`config.mk`:
```
export PLATFORM = sky130hd
export DESIGN_NAME = ahb_spi_flat
export DESIGN_NICKNAME = d
export VERILOG_FILES = /design/src/rtl/ahb_spi_if.sv /design/src/rtl/ahb_spi.sv /design/src/flat_wrapper.sv
export SDC_FILE = /design/constraint.sdc
export NUM_CORES = 1
export LEC_CHECK = 0
export CAP_MARGIN = 20
export CORE_UTILIZATION = 42
export CTS_BUF_LIST = sky130_fd_sc_hd__clkbuf_8
export DETAILED_ROUTE_END_ITERATION = 16
export GPL_TIMING_DRIVEN = 1
export HOLD_SLACK_MARGIN = 0.12
export PLACE_DENSITY = 0.69
export SETUP_SLACK_MARGIN = 0.05
export SLEW_MARGIN = 20
export SYNTH_ARGS = -nofsm -noshare
export SYNTH_HDL_FRONTEND = slang
export SYNTH_SLANG_ARGS = --single-unit
```
`constraint.sdc`:
```
create_clock -name HCLK -period 4.5 [get_ports HCLK]
set_input_delay 0.9 -clock HCLK [delete_from_list [all_inputs] [get_ports HCLK]]
set_output_delay 0.9 -clock HCLK [all_outputs]
set_load 0.01 [all_outputs]
```
`src/rtl/ahb_spi_if.sv`:
```
// AHB-Lite slave-side bus bundle for the SPI master.
interface ahb_spi_if;
  logic        HSEL;
  logic        HREADY;
  logic [31:0] HADDR;
  logic        HWRITE;
  logic [2:0]  HSIZE;
  logic [1:0]  HTRANS;
  logic [31:0] HWDATA;
  logic [31:0] HRDATA;
  logic        HREADYOUT;

  modport master (
    output HSEL, HREADY, HADDR, HWRITE, HSIZE, HTRANS, HWDATA,
    input  HRDATA, HREADYOUT
  );

  modport slave (
    input  HSEL, HREADY, HADDR, HWRITE, HSIZE, HTRANS, HWDATA,
    output HRDATA, HREADYOUT
  );
endinterface

```
`src/rtl/ahb_spi.sv`:
```
// AHB-Lite slave wrapping a byte-oriented mode-0 SPI master with 32 slave selects.
// Registers: CTRL/STAT (0x0), SS (0x4), TXDATA (0x8, write starts a transfer), RXDATA (0xC).
module ahb_spi #(
  parameter int SCLK_DIV = 32
) (
  input  logic        HCLK,
  input  logic        HRESET,
  ahb_spi_if.slave    bus,
  input  logic        SPI_MISO_i,
  output logic        SPI_MOSI_o,
  output logic [31:0] SPI_SS_o,
  output logic        SPI_CLK_o
);

  typedef enum logic [1:0] {
    ST_IDLE = 2'd0,
    ST_LOW  = 2'd1,
    ST_HIGH = 2'd2
  } state_t;

  localparam logic [15:0] HALF_M1 = 16'(SCLK_DIV / 2 - 1);

  state_t      state_r;
  logic        dphase_r;
  logic        write_r;
  logic [1:0]  addr_r;
  logic [1:0]  nb_r;
  logic [31:0] ss_r;
  logic [31:0] txdata_r;
  logic [31:0] tx_shift_r;
  logic [31:0] rx_r;
  logic [6:0]  rx_byte_r;
  logic [2:0]  count_r;
  logic        tx_done_r;
  logic        mosi_r;
  logic        sclk_r;
  logic [15:0] div_cnt_r;
  logic [5:0]  bits_left_r;

  logic        busy_s;
  logic        half_end_s;
  logic        start_s;
  logic        rd_rx_s;
  logic        byte_done_s;
  logic        finish_s;
  logic [2:0]  nbytes_s;
  logic [31:0] tx_aligned_s;
  logic        unused_ok_s;

  // Left-justify the valid bytes so the shifter always emits from bit 31.
  function automatic logic [31:0] align_tx(input logic [31:0] d, input logic [1:0] nb);
    case (nb)
      2'd0:    return {d[7:0], 24'h00_0000};
      2'd1:    return {d[15:0], 16'h0000};
      2'd2:    return {d[23:0], 8'h00};
      default: return d;
    endcase
  endfunction

  assign unused_ok_s = ^{bus.HSIZE, bus.HADDR[31:4], bus.HADDR[1:0], bus.HTRANS[0]};

  // Decode of bus events and transfer milestones.
  always_comb begin
    busy_s       = (state_r != ST_IDLE);
    half_end_s   = (div_cnt_r == HALF_M1);
    start_s      = dphase_r & write_r & (addr_r == 2'd2) & ~busy_s;
    rd_rx_s      = dphase_r & ~write_r & (addr_r == 2'd3);
    byte_done_s  = (state_r == ST_LOW) & half_end_s & (bits_left_r[2:0] == 3'd1);
    finish_s     = (state_r == ST_HIGH) & half_end_s & (bits_left_r == 6'd1);
    nbytes_s     = {1'b0, nb_r} + 3'd1;
    tx_aligned_s = align_tx(bus.HWDATA, nb_r);
  end

  // Read mux driven from the registered data-phase address.
  always_comb begin
    case (addr_r)
      2'd0:    bus.HRDATA = {24'h00_0000, nb_r, 1'b0, tx_done_r, 2'b00, busy_s, (count_r == 3'd4)};
      2'd1:    bus.HRDATA = ss_r;
      2'd2:    bus.HRDATA = txdata_r;
      default: bus.HRDATA = rx_r;
    endcase
  end

  assign bus.HREADYOUT = 1'b1;
  assign SPI_MOSI_o    = mosi_r;
  assign SPI_CLK_o     = sclk_r;
  assign SPI_SS_o      = ss_r;

  // Address-phase capture and software-writable registers.
  always_ff @(posedge HCLK) begin
    if (HRESET) begin
      dphase_r <= 1'b0;
      write_r  <= 1'b0;
      addr_r   <= 2'd0;
      nb_r     <= 2'd0;
      ss_r     <= 32'hFFFF_FFFF;
      txdata_r <= 32'h0000_0000;
    end else begin
      dphase_r <= bus.HSEL & bus.HTRANS[1] & bus.HREADY;
      if (bus.HSEL & bus.HTRANS[1] & bus.HREADY) begin
        addr_r  <= bus.HADDR[3:2];
        write_r <= bus.HWRITE;
      end
      if (dphase_r & write_r) begin
        case (addr_r)
          2'd0:    nb_r <= bus.HWDATA[7:6];
          2'd1:    ss_r <= bus.HWDATA;
          2'd2:    if (!busy_s) txdata_r <= bus.HWDATA;
          default: ;
        endcase
      end
    end
  end

  // Transfer sequencer: SCLK phases, MOSI shifting, MISO capture and status flags.
  always_ff @(posedge HCLK) begin
    if (HRESET) begin
      state_r     <= ST_IDLE;
      tx_shift_r  <= 32'h0000_0000;
      rx_r        <= 32'h0000_0000;
      rx_byte_r   <= 7'h00;
      count_r     <= 3'd0;
      tx_done_r   <= 1'b0;
      mosi_r      <= 1'b0;
      sclk_r      <= 1'b0;
      div_cnt_r   <= 16'd0;
      bits_left_r <= 6'd0;
    end else begin
      case (state_r)
        ST_IDLE: begin
          if (start_s) begin
            state_r     <= ST_LOW;
            mosi_r      <= tx_aligned_s[31];
            tx_shift_r  <= {tx_aligned_s[30:0], 1'b0};
            bits_left_r <= {nbytes_s, 3'b000};
            div_cnt_r   <= 16'd0;
            sclk_r      <= 1'b0;
          end
        end
        ST_LOW: begin
          if (half_end_s) begin
            state_r   <= ST_HIGH;
            sclk_r    <= 1'b1;
            div_cnt_r <= 16'd0;
            rx_byte_r <= {rx_byte_r[5:0], SPI_MISO_i};
          end else begin
            div_cnt_r <= div_cnt_r + 16'd1;
          end
        end
        ST_HIGH: begin
          if (half_end_s) begin
            sclk_r      <= 1'b0;
            div_cnt_r   <= 16'd0;
            bits_left_r <= bits_left_r - 6'd1;
            if (bits_left_r == 6'd1) begin
              state_r <= ST_IDLE;
            end else begin
              state_r    <= ST_LOW;
              mosi_r     <= tx_shift_r[31];
              tx_shift_r <= {tx_shift_r[30:0], 1'b0};
            end
          end else begin
            div_cnt_r <= div_cnt_r + 16'd1;
          end
        end
        default: state_r <= ST_IDLE;
      endcase

      if (byte_done_s) begin
        rx_r <= {rx_r[23:0], rx_byte_r, SPI_MISO_i};
      end

      // A byte landing on the RXDATA read cycle counts as the first byte after the clear.
      if (rd_rx_s) begin
        count_r <= byte_done_s ? 3'd1 : 3'd0;
      end else if (byte_done_s && (count_r != 3'd4)) begin
        count_r <= count_r + 3'd1;
      end

      if (finish_s) begin
        tx_done_r <= 1'b1;
      end else if (start_s | rd_rx_s) begin
        tx_done_r <= 1'b0;
      end
    end
  end

endmodule

```
`src/flat_wrapper.sv`:
```
// flat-port wrapper written by rule: the top's interface ports become plain ports
module ahb_spi_flat 
#(
  parameter int SCLK_DIV = 32
)
  (HCLK, HRESET, SPI_MISO_i, SPI_MOSI_o, SPI_SS_o, SPI_CLK_o, bus_HSEL, bus_HREADY, bus_HADDR, bus_HWRITE, bus_HSIZE, bus_HTRANS, bus_HWDATA, bus_HRDATA, bus_HREADYOUT);
  ahb_spi_if bus_i ();
  input  logic HCLK;
  input  logic HRESET;
  input  logic SPI_MISO_i;
  output logic SPI_MOSI_o;
  output logic [31:0] SPI_SS_o;
  output logic SPI_CLK_o;
  input wire logic [$bits(bus_i.HSEL)-1:0] bus_HSEL;
  input wire logic [$bits(bus_i.HREADY)-1:0] bus_HREADY;
  input wire logic [$bits(bus_i.HADDR)-1:0] bus_HADDR;
  input wire logic [$bits(bus_i.HWRITE)-1:0] bus_HWRITE;
  input wire logic [$bits(bus_i.HSIZE)-1:0] bus_HSIZE;
  input wire logic [$bits(bus_i.HTRANS)-1:0] bus_HTRANS;
  input wire logic [$bits(bus_i.HWDATA)-1:0] bus_HWDATA;
  output wire logic [$bits(bus_i.HRDATA)-1:0] bus_HRDATA;
  output wire logic [$bits(bus_i.HREADYOUT)-1:0] bus_HREADYOUT;
  assign bus_i.HSEL = bus_HSEL;
  assign bus_i.HREADY = bus_HREADY;
  assign bus_i.HADDR = bus_HADDR;
  assign bus_i.HWRITE = bus_HWRITE;
  assign bus_i.HSIZE = bus_HSIZE;
  assign bus_i.HTRANS = bus_HTRANS;
  assign bus_i.HWDATA = bus_HWDATA;
  assign bus_HRDATA = bus_i.HRDATA;
  assign bus_HREADYOUT = bus_i.HREADYOUT;
  ahb_spi #(.SCLK_DIV(SCLK_DIV)) u_core (.HCLK(HCLK), .HRESET(HRESET), .bus(bus_i), .SPI_MISO_i(SPI_MISO_i), .SPI_MOSI_o(SPI_MOSI_o), .SPI_SS_o(SPI_SS_o), .SPI_CLK_o(SPI_CLK_o));
endmodule
```
==> After elaboration in Yosys (flattened, before gate mapping) <==
Cells that the tools add are included.
{ "word_totals": {"out_inout_bits": 67, "input_bits": 75, "wordCells": 100, "reg_bits": 171} }
{ "classes": {"muxes": 30, "add_sub_neg": 4, "bitwise_logic": 14, "n_eq_ne": 16, "reduce_logical": 20} }
{ "ops": {"columns": ["cell", "count"], "rows": [
  ["$pmux W32 S3", 2],
  ["$mux W32", 3],
  ["$pmux W32 S2", 1],
  ["$mux W16", 2],
  ["$pmux W16 S2", 1],
  ["$add A16 B1 Y16 const B", 1],
  ["$eq A16 B4 Y1 const B", 1],
  ["$mux W6", 2],
  ["$pmux W6 S2", 1],
  ["$and A1 B1 Y1", 11],
  ["$mux W1", 10],
  ["$reduce_bool A2 Y1", 5],
  ["$reduce_and A3 Y1", 3],
  ["$eq A2 B2 Y1 const B", 4],
  ["$reduce_and A2 Y1", 4],
  ["$reduce_and A4 Y1", 2],
  ["$eq A2 B1 Y1 const B", 3],
  ["$eq A6 B1 Y1 const B", 1],
  ["$logic_not A2 Y1", 3],
  ["$mux W2", 3],
  ["$mux W3", 2],
  ["$ne A2 B1 Y1 const B", 3],
  ["$pmux W2 S3", 1],
  ["$sub A6 B1 Y6 const B", 1],
  ["13 further kinds", 14]
]} }

==> Depth between registers and ports, before layout <==
Gate-level depths: netlist (run 1).
{ "logic_depth": {"word_depth": 6, "mapped_depth": 8} }

==> Worst setup path after synthesis (run 1) <==
No wires, ideal clock.
{ "synth_path": {"path_kind": "register to output", "start": "reg u_core.addr_r[0]", "end": "out bus_HRDATA[1]", "t_required_ns": 3.600, "path_slack_ns": 2.202, "stages_incl_launch_ff": 4, "arrival_ns": 1.398, "path_cell_list": "dfxtp_1 -> buf_2 -> buf_1 -> mux4_2"} }
{ "synth_via": {"elab_chain_cells": 2} }
{ "synth_lines": {"columns": ["item", "line", "rtl"], "rows": [
  ["from (decl)", "ahb_spi.sv:26", "logic [1:0] addr_r;"],
  ["from (signal assigned)", "ahb_spi.sv:101", "addr_r <= bus.HADDR[3:2];"],
  ["$eq A2 B2 Y1 (tied with other cells)", "ahb_spi.sv:76", "case (addr_r)"],
  ["$pmux W32 S3 (*)", "ahb_spi.sv:76", null],
  ["to (decl)", "flat_wrapper.sv:21", "output wire logic [$bits(bus_i.HRDATA)-1:0] bus_HRDATA;"]
]} }
Mark *: on every way between the ends. The rest lies on a longest branch, timed or not.

==> Final worst setup path (run 1) <==
{ "layout_path": {"start": "reg u_core.addr_r[0]", "end": "out bus_HRDATA[5]"} }
The elaborated chain is that of the path after synthesis.

==> results.py, run 1 <==
metrics = {
    "logic_synthesis": {
        "synth_warnings": 0,
        "synth-seq-area-share_pct": 39.6,
        "synth_nets": 1133,
        "synth_area_leaders": "dfxtp_1 40%, nand2_1 9.9%, a21oi_1 4.7%",
        "synth_area_sq_um": 8590,
        "async_flop_share_pct": 0,
        "synthCells": 1045,
        "yosys.area.top_type": "dfxtp_1",
        "synth.top_cell.area_share_pct": 39.6,
        "synth_seq_cells": 170,
        "synth_flop_cell": "dfxtp_1",
        "synth_cell_types": 63,
        "syn_area_per_cell_sq_um": 8.22,
        "synth_edf_count": 0,
    },
    "cts": {
        "cts_setup_buffers": 0,
        "cts_tree": "done",
        "ctsHtreeMaxLevel": 4,
        "cts_buffers": 17,
        "clk_pin_slew_ns": 0.09,
        "root_buffer": "clkbuf_8",
        "clk_latency_ns": 0.47,
        "cts_buffer_depth": 2,
        "ctsResizeCount": 0,
        "clock-sinks": 170,
        "cts_hold_buffers": 0,
    },
    "outcome": {
        "outcome": "finished, final reports clean",
    },
    "floorplan": {
        "pin_count": 142,
        "die_h_um": 145,
        "core_area_sq_um": 19800,
        "rows": 51,
        "die_x_um": 145,
        "die_area_sq_um": 21000,
        "initial_core_util_pct": 43.4,
    },
    "critical_path": {
        "r2r-start": "u_core.state_r[0]",
        "slowest_delay_ns": 0.91,
        "crit_path_cell_trace": "buf_4, mux2_2, a22o_1, clkdlybuf4s50_1",
        "crit_path_start_kind": "flop",
        "critPathMaxFanout": 34,
        "slowest_stage": "dfxtp_2",
        "worstSetupStartpoint": "u_core.addr_r[0]",
        "arrival_ns": 2.77,
        "cp.required_ns": 3.60,
        "reg2reg_slack_ns": 1.53,
        "end_kind": "output port",
        "criticalPathCategory": "flop to output port",
    },
    "drt": {
        "wl_mm": 25.8,
        "viasPerCell": 5.85,
        "vias": 8024,
        "drc": 0,
        "antenna_left": 0,
        "first_pass_iters": 5,
        "wl_per_cell_um": 18.8,
        "drt-initial-drc-count": 785,
    },
    "placed_design": {
        "io_buffers": 106,
        "place.gp.congestion": 0.865,
        "hpwl_mm": 17.2,
    },
    "global_routing": {
        "grt_max_degree": 88,
        "grt_pass1_wl_mm": 41.1,
        "grt_pass1_vias": 7400,
        "grt_usage_pct": 24.6,
        "overflow": 0,
        "antenna_found_initial": 0,
    },
    "pwr": {
        "power_density_nw_per_um2": 281,
        "ir_drop_uv": 178,
        "fin_total_pwr_mw": 2.84,
        "leakage_nw": 3.69,
    },
    "timing": {
        "tightest_slew_ns": 1.03,
        "maxSlewViolCount": 0,
        "slew_headroom_pct": 30.3,
        "max_freq_mhz": 272,
        "setup_tns_ns": 0,
        "skew_ns": 0.0135,
        "setup-violations-final": 0,
        "whs_ns": 0.456,
        "finalCritPeriodShare_pct": 81.6,
        "finalCriticalPeriod_ns": 3.67,
        "rsz0062_at_grt": "no",
        "hold_viol": 0,
    },
    "final_layout": {
        "nets": 1182,
        "ff_latch_area_sq_um": 3400,
        "drive_gt1_share_pct": 11.0,
        "nFillCells": 1921,
        "area_delta_synth_final_pct": 17.9,
        "diodes": 0,
        "multiInputGateArea_sq_um": 4720,
        "post-route-util_pct": 51.2,
    },
    "min_path": {
        "hp-class": "flop to flop",
        "holdCritStartpoint": "u_core.txdata_r[31]",
    },
    "flow_run": {
        "drv_cap": 0,
    },
}
==> per-layer routing <==
layer  vias to the layer above  part of all wire, %  global-route usage (%)
met2                       265                   45                    38.1
met5                         -                    0                       0
met3                        33                  6.2                    5.06
met4                         0                  1.7                    7.93
li1                       3863                    -                       -
met1                      3863                   47                    34.0
==> stage by stage <==
stage	area, sq um	worst slack (ns)	std cells
3_5_place_dp	9720	1.34	1339
4_1_cts	10100	0.820	1371
2_1_floorplan	8590	2.20	1045
3_3_place_gp	9720	1.35	1339
6_report	10100	0.830	1372
5_1_grt	10100	0.736	1372
==> worst max-delay path: cells and delay by family, from the launching register on <==
kind,cells,cell delay (ns)
buffers and inverters,2,0.82
AO/OA/AOI/OAI,1,0.19
multiplexers,1,0.36
flip-flops,1,0.91
==> synth_stat cells (9+ instances only) <==
library cell	instances
a22o_1	21
nor2_1	27
nand3_1	66
nor2b_1	26
buf_2	16
ha_1	13
a31oi_1	27
mux2_2	32
a21oi_1	80
nor4_1	9
nor3_1	13
a311oi_1	9
o31ai_1	14
o2111ai_1	9
o21ai_0	25
nand3b_1	9
mux2i_1	33
inv_1	13
clkbuf_1	64
a31o_2	16
dfxtp_1	170
nand2_1	227
nand4_1	18
==> cell families after synthesis <==
logic type	share of synthesized area [%]
DFF	39.6
adders and majority gates	1.89
AOI/OAI and AO/OA	18.7
buffers and inverters	5.52
and+or+nand+nor	24.3
muxes	9.70
xor gates and xnor gates	0.204
other	0.0436
==> state kept, by name, summed over array words and instances, names as in the netlist <==
name and cells:
u_core.div_cnt_r 16, u_core.tx_done_r 1, u_core.nb_r 2, u_core.state_r 2
u_core.rx_byte_r 7, u_core.SPI_SS_o 32, u_core.bits_left_r 6, u_core.write_r 1
u_core.count_r 3, u_core.dphase_r 1, u_core.rx_r 32, u_core.txdata_r 32
u_core.addr_r 2, u_core.SPI_CLK_o 1, u_core.SPI_MOSI_o 1, u_core.tx_shift_r 31
==> path summary, 6_finish.rpt <==
| check | depth (start not counted) | to |
|---|---|---|
| max | 4 | bus_HRDATA[5] |
| min | 2 | u_core.txdata_r[31] |
| max reg2reg | 6 | u_core.tx_shift_r[5] |
| min reg2reg | 2 | u_core.txdata_r[31] |
==> placed cells by master, fill, tap and decap left out, drive strengths merged, types with 4 or more instances in the layout <==
cell type      instances
nor2                  28
dfxtp                170
o2111ai                9
o21ai                 26
nand3b                 9
nand4b                 5
a22oi                  8
or3                    7
a311oi                 9
a22o                  21
a31o                  16
nand2                227
and4                   4
nand3                 68
o31ai                 14
clkbuf                17
buf                   21
clkdlybuf4s50        105
and3                   7
nand4                 18
a221oi                 8
a21oi                 80
o211ai                 5
nand2b                 5
mux2                  34
nor4                  12
a31oi                 27
nor3                  14
ha                    13
mux2i                 33
nor2b                 26
clkinvlp               6
a41oi                  4
mux4                   5
inv                   20
==> power breakdown <==
group / switching [mW] / internal [mW] / leakage [nW] / total, mW
clock: 0.614 / 0.502 / 0.184 / 1.12
combinational: 0.128 / 0.0837 / 2.13 / 0.212
sequential: 0.00834 / 1.51 / 1.37 / 1.51
==> cell type report <==
class                      count  share of cell area, %
inverter                      15                  0.556
timing repair buffer         126                   12.0
tap                          265                   3.27
multi-input combinational    764                   46.6
clock buffer                  17                   2.31
clock inverter                15                   1.63
sequential                   170                   33.6
(Power assumes the default switching activity.)
==> run 2, diff against run 1 <==
Settings changed: PLACE_DENSITY 0.69 to 0.72.
Clock period 4.5 ns to 3 ns, I/O delays scaled along.
==> run 2 against run 1 <==
Clock power grew 46%. Cell count grew 1.0%. First-iteration DRC count shrank 6.4%. Sequential power grew 50%. Largest power group unchanged. Highest routed layer unchanged.
==> results.py, run 2 (synthesis gave the netlist of run 1 again) <==
metrics = {
    "placed_design": {
        "place.gp.congestion": 0.848,
        "io_buffers": 106,
        "hpwl_mm": 17.8,
        "place_ws_ns": 0.577,
    },
    "outcome": {
        "outcome": "finished, final reports clean",
    },
    "critical_path": {
        "r2r-start": "u_core.addr_r[1]",
        "arrival_ns": 2.24,
        "criticalPathCategory": "flop to output port",
        "crit_path_start_kind": "flop",
        "cp.required_ns": 2.40,
        "worstSetupStartpoint": "u_core.count_r[1]",
        "end_kind": "output port",
        "critPathMaxFanout": 4,
    },
    "global_routing": {
        "grt_max_degree": 63,
        "antenna_found_initial": 0,
        "grt_pass1_vias": 7350,
        "grt_usage_pct": 24.6,
        "grt_pass1_wl_mm": 40.9,
        "overflow": 0,
    },
    "timing": {
        "hold_viol": 0,
        "whs_ns": 0.454,
        "maxSlewViolCount": 0,
        "slew_headroom_pct": 42.7,
        "finalCritPeriodShare_pct": 94.7,
        "setup_tns_ns": 0,
        "tightest_slew_ns": 0.860,
        "max_freq_mhz": 352,
        "setup-violations-final": 0,
        "skew_ns": 0.0171,
        "rsz0062_at_grt": "no",
        "finalCriticalPeriod_ns": 2.84,
        "setup_slack_ns": 0.160,
    },
    "final_layout": {
        "layout_commonest_cell": "nand2_1",
        "post-route-util_pct": 51.7,
        "area_delta_synth_final_pct": 19.1,
        "drive_gt1_share_pct": 12.1,
        "nets": 1195,
        "layout_common_cells": "227 x nand2_1, 168 x dfxtp_1, 105 x clkdlybuf4s50_1",
    },
    "pwr": {
        "ir_drop_uv": 299,
        "leakage_nw": 3.75,
        "power_density_nw_per_um2": 413,
    },
    "floorplan": {
        "pin_count": 142,
        "die_h_um": 145,
        "initial_core_util_pct": 43.4,
        "die_area_sq_um": 21000,
        "die_x_um": 145,
        "rows": 51,
        "core_area_sq_um": 19800,
    },
    "drt": {
        "first_pass_iters": 5,
        "viasPerCell": 5.83,
        "wl_mm": 25.8,
        "drc": 0,
        "drt-initial-drc-count": 735,
        "wl_per_cell_um": 18.6,
        "vias": 8076,
        "antenna_left": 0,
    },
    "cts": {
        "clock-sinks": 170,
        "cts_buffer_depth": 2,
        "clk_pin_slew_ns": 0.10,
        "cts_buffers": 17,
        "ctsHtreeMaxLevel": 4,
        "cts_tree": "done",
        "clk_latency_ns": 0.48,
        "root_buffer": "clkbuf_8",
    },
    "min_path": {
        "hp-class": "flop to flop",
        "holdCritStartpoint": "u_core.txdata_r[31]",
    },
    "flow_run": {
        "drv_cap": 0,
    },
}
-- run 2: timing repair --
action	CTS	global route
setup endpoints to repair	0	4
buffers inserted	0	0
endpoints found under the hold margin	0	0
hold buffers	0	0
resized for setup	0	2
-- run 2: area by class of cell --
cell class	instances	area, sq um
repair buffers	139	1320
clock buffers	17	234
flip-flops and latches	170	3410
inverters	15	56.3
clock inverters	15	159
diodes	1	2.50
multi-input cells	764	4720
fillers	1895	9550
well taps	265	332
-- run 2: power by group --
| part | leakage (nW) | total [mW] | internal [mW] | switching (mW) |
|---|---|---|---|---|
| sequential | 1.37 | 2.27 | 2.26 | 0.00727 |
| clock | 0.184 | 1.63 | 0.687 | 0.940 |
| combinational | 2.20 | 0.335 | 0.136 | 0.199 |
| total | 3.75 | 4.23 | 3.08 | 1.15 |
-- run 2: per-stage QoR --
step | power, mW | std cells | area, sq um
after CTS | 4.25 | 1385 | 10200
after floorplan | 2.47 | 1045 | 8590
after detailed placement | 2.65 | 1353 | 9830
after global placement | 2.64 | 1353 | 9830
final | 4.23 | 1386 | 10200
after global routing | 4.37 | 1385 | 10200
-- run 2: per-layer routing --
| metal | global-route usage [%] | vias to the layer above | wire length [um] |
|---|---|---|---|
| li1 | - | 3892 | - |
| met1 | 34.4 | 3844 | 11800 |
| met2 | 37.4 | 305 | 11600 |
| met3 | 4.91 | 35 | 1970 |
| met4 | 8.51 | 0 | 463 |
| met5 | 0 | - | 0 |
-- run 2: worst paths after layout --
path	to	slack, ns	cells past startpoint
worst min-delay path	u_core.txdata_r[31]	0.45	2
worst min register to register	u_core.txdata_r[31]	0.45	2
worst max-delay path	bus_HRDATA[0]	0.16	5
worst max register to register	u_core.tx_shift_r[8]	0.58	6
-- run 2: critical path, stage by stage (launching register included) --
cell             delay (ns)
dfxtp_1                0.37
inv_1                  0.06
ha_1                   0.18
and2_1                 0.20
mux4_2                 0.46
clkdlybuf4s50_1        0.49
==> run 3, diff against run 2 <==
Settings changed: CTS_CLUSTER_SIZE from default to 24.
==> results of run 3 <==
Final layout, timing and power as in run 2 (identical DEF).
==> RTL edit (settings of run 2) <==
Re-encode `state_t` (3 states) as one-hot, 3 bits wide.
--- a/src/rtl/ahb_spi.sv
+++ b/src/rtl/ahb_spi.sv
@@ -14,6 +14,6 @@
 
-  typedef enum logic [1:0] {
-    ST_IDLE = 2'd0,
-    ST_LOW  = 2'd1,
-    ST_HIGH = 2'd2
+  typedef enum logic [2:0] {
+    ST_IDLE = 3'b001,
+    ST_LOW  = 3'b010,
+    ST_HIGH = 3'b100
   } state_t;
Formal check against the unedited RTL: no difference found for any inputs over 4 cycles, from zero or initial values and one cycle with HRESET high; so few cycles prove little.
==> RTL edit against run 2 <==
  * Synthesized area is 6.4% lower
  * Critical path depth is the same
  * Critical endpoint unchanged
  * Combinational power decreased by 27%
  * Total power shrank 4.5%
  * Highest routed layer unchanged
  * Count of clock-buffer cells in the layout rose by 1
  * Sequential cell count rose by 1
  * Routed wire length is 12% lower
  * Largest power group unchanged
  * Critical path type unchanged
  * Design area down 6.5%
  * Setup slack improved by 8.1 ps
==> RTL edit: results (changes against run 2) <==
Peak VDD IR 246 µV (-18%); combinational share of power 6.0% (-1.9 points); met1 WL 10.2 mm (-13%); Synth Area in Adders 1.40% (-0.49 points); M3 GR Usage 4.38% (-0.53 points); clk_lat worst skew 460 ps (-20 ps); DP Wirelength 14.9 mm (-16%); register-to-register setup slack 540 ps (-40 ps); nets@finish 1,155 (-3.3%); worst-margin pin slew 832 ps (-28.3 ps); Initial DRC Count 682 (-7.2%); reg2reg end u_core.tx_shift_r[7]; run status complete, no violations; WHS Endpoint u_core.txdata_r[6]; Finished Layout Cells 1,318 (-4.9%); Seq/Total Area, Yosys 42.6% (+3.0 points); met3 wire length 1.35 mm (-31%); largest net degree at the start of global routing 66 (+4.8%); hold path start u_core.txdata_r[6]; fraction of layout cells with a size suffix above 1 9.41% (-2.7 points); met1 usage 30.9% (-3.5 points); n_diodes 0 (-1); global-route wire length before repair 36.1 mm (-12%); Worst Clk Skew 14.1 ps (-3.06 ps); metal2 WL 10.4 mm (-10%); Post-DP Area 9180 µm² (-6.6%); vias in the first global route 6,743 (-8.3%); wire per inst 17.2 µm (-7.8%); Worst Setup SP u_core.count_r[0]
==> RTL edit: changes by cell type after synthesis, sizes merged, moves of 16 or more <==
cell	run 2	this run
a21oi	80	116
nor2	28	64
nor2b	26	1
a31oi	27	1
a31o	16	0
nand2	227	249
mux2i	33	16
==> RTL edit: final cells by class <==
type                            instances  area (µm²)
Sequential cell                       171        3430
Multi-Input combinational cell        741        4210
Fill cell                            1774        9140
Clock buffer                           18         248
Inverter                               15        56.3
Timing Repair Buffer                  125        1220
Clock inverter                         14         118
Tap cell                              234         293
==> RTL edit: critical path, cell delays in order (launching register included) <==
cell,delay [ps]
dfxtp_2,360
inv_1,50
ha_1,190
and2_1,200
mux4_2,480
clkdlybuf4s50_1,500
==> RTL edit: timing repair <==
action	4_1_cts	5_1_grt
cloned	0	0
gates resized for setup	2	4
endpoints found under the setup margin	30	10
buffers inserted	0	0
pin swaps	0	0
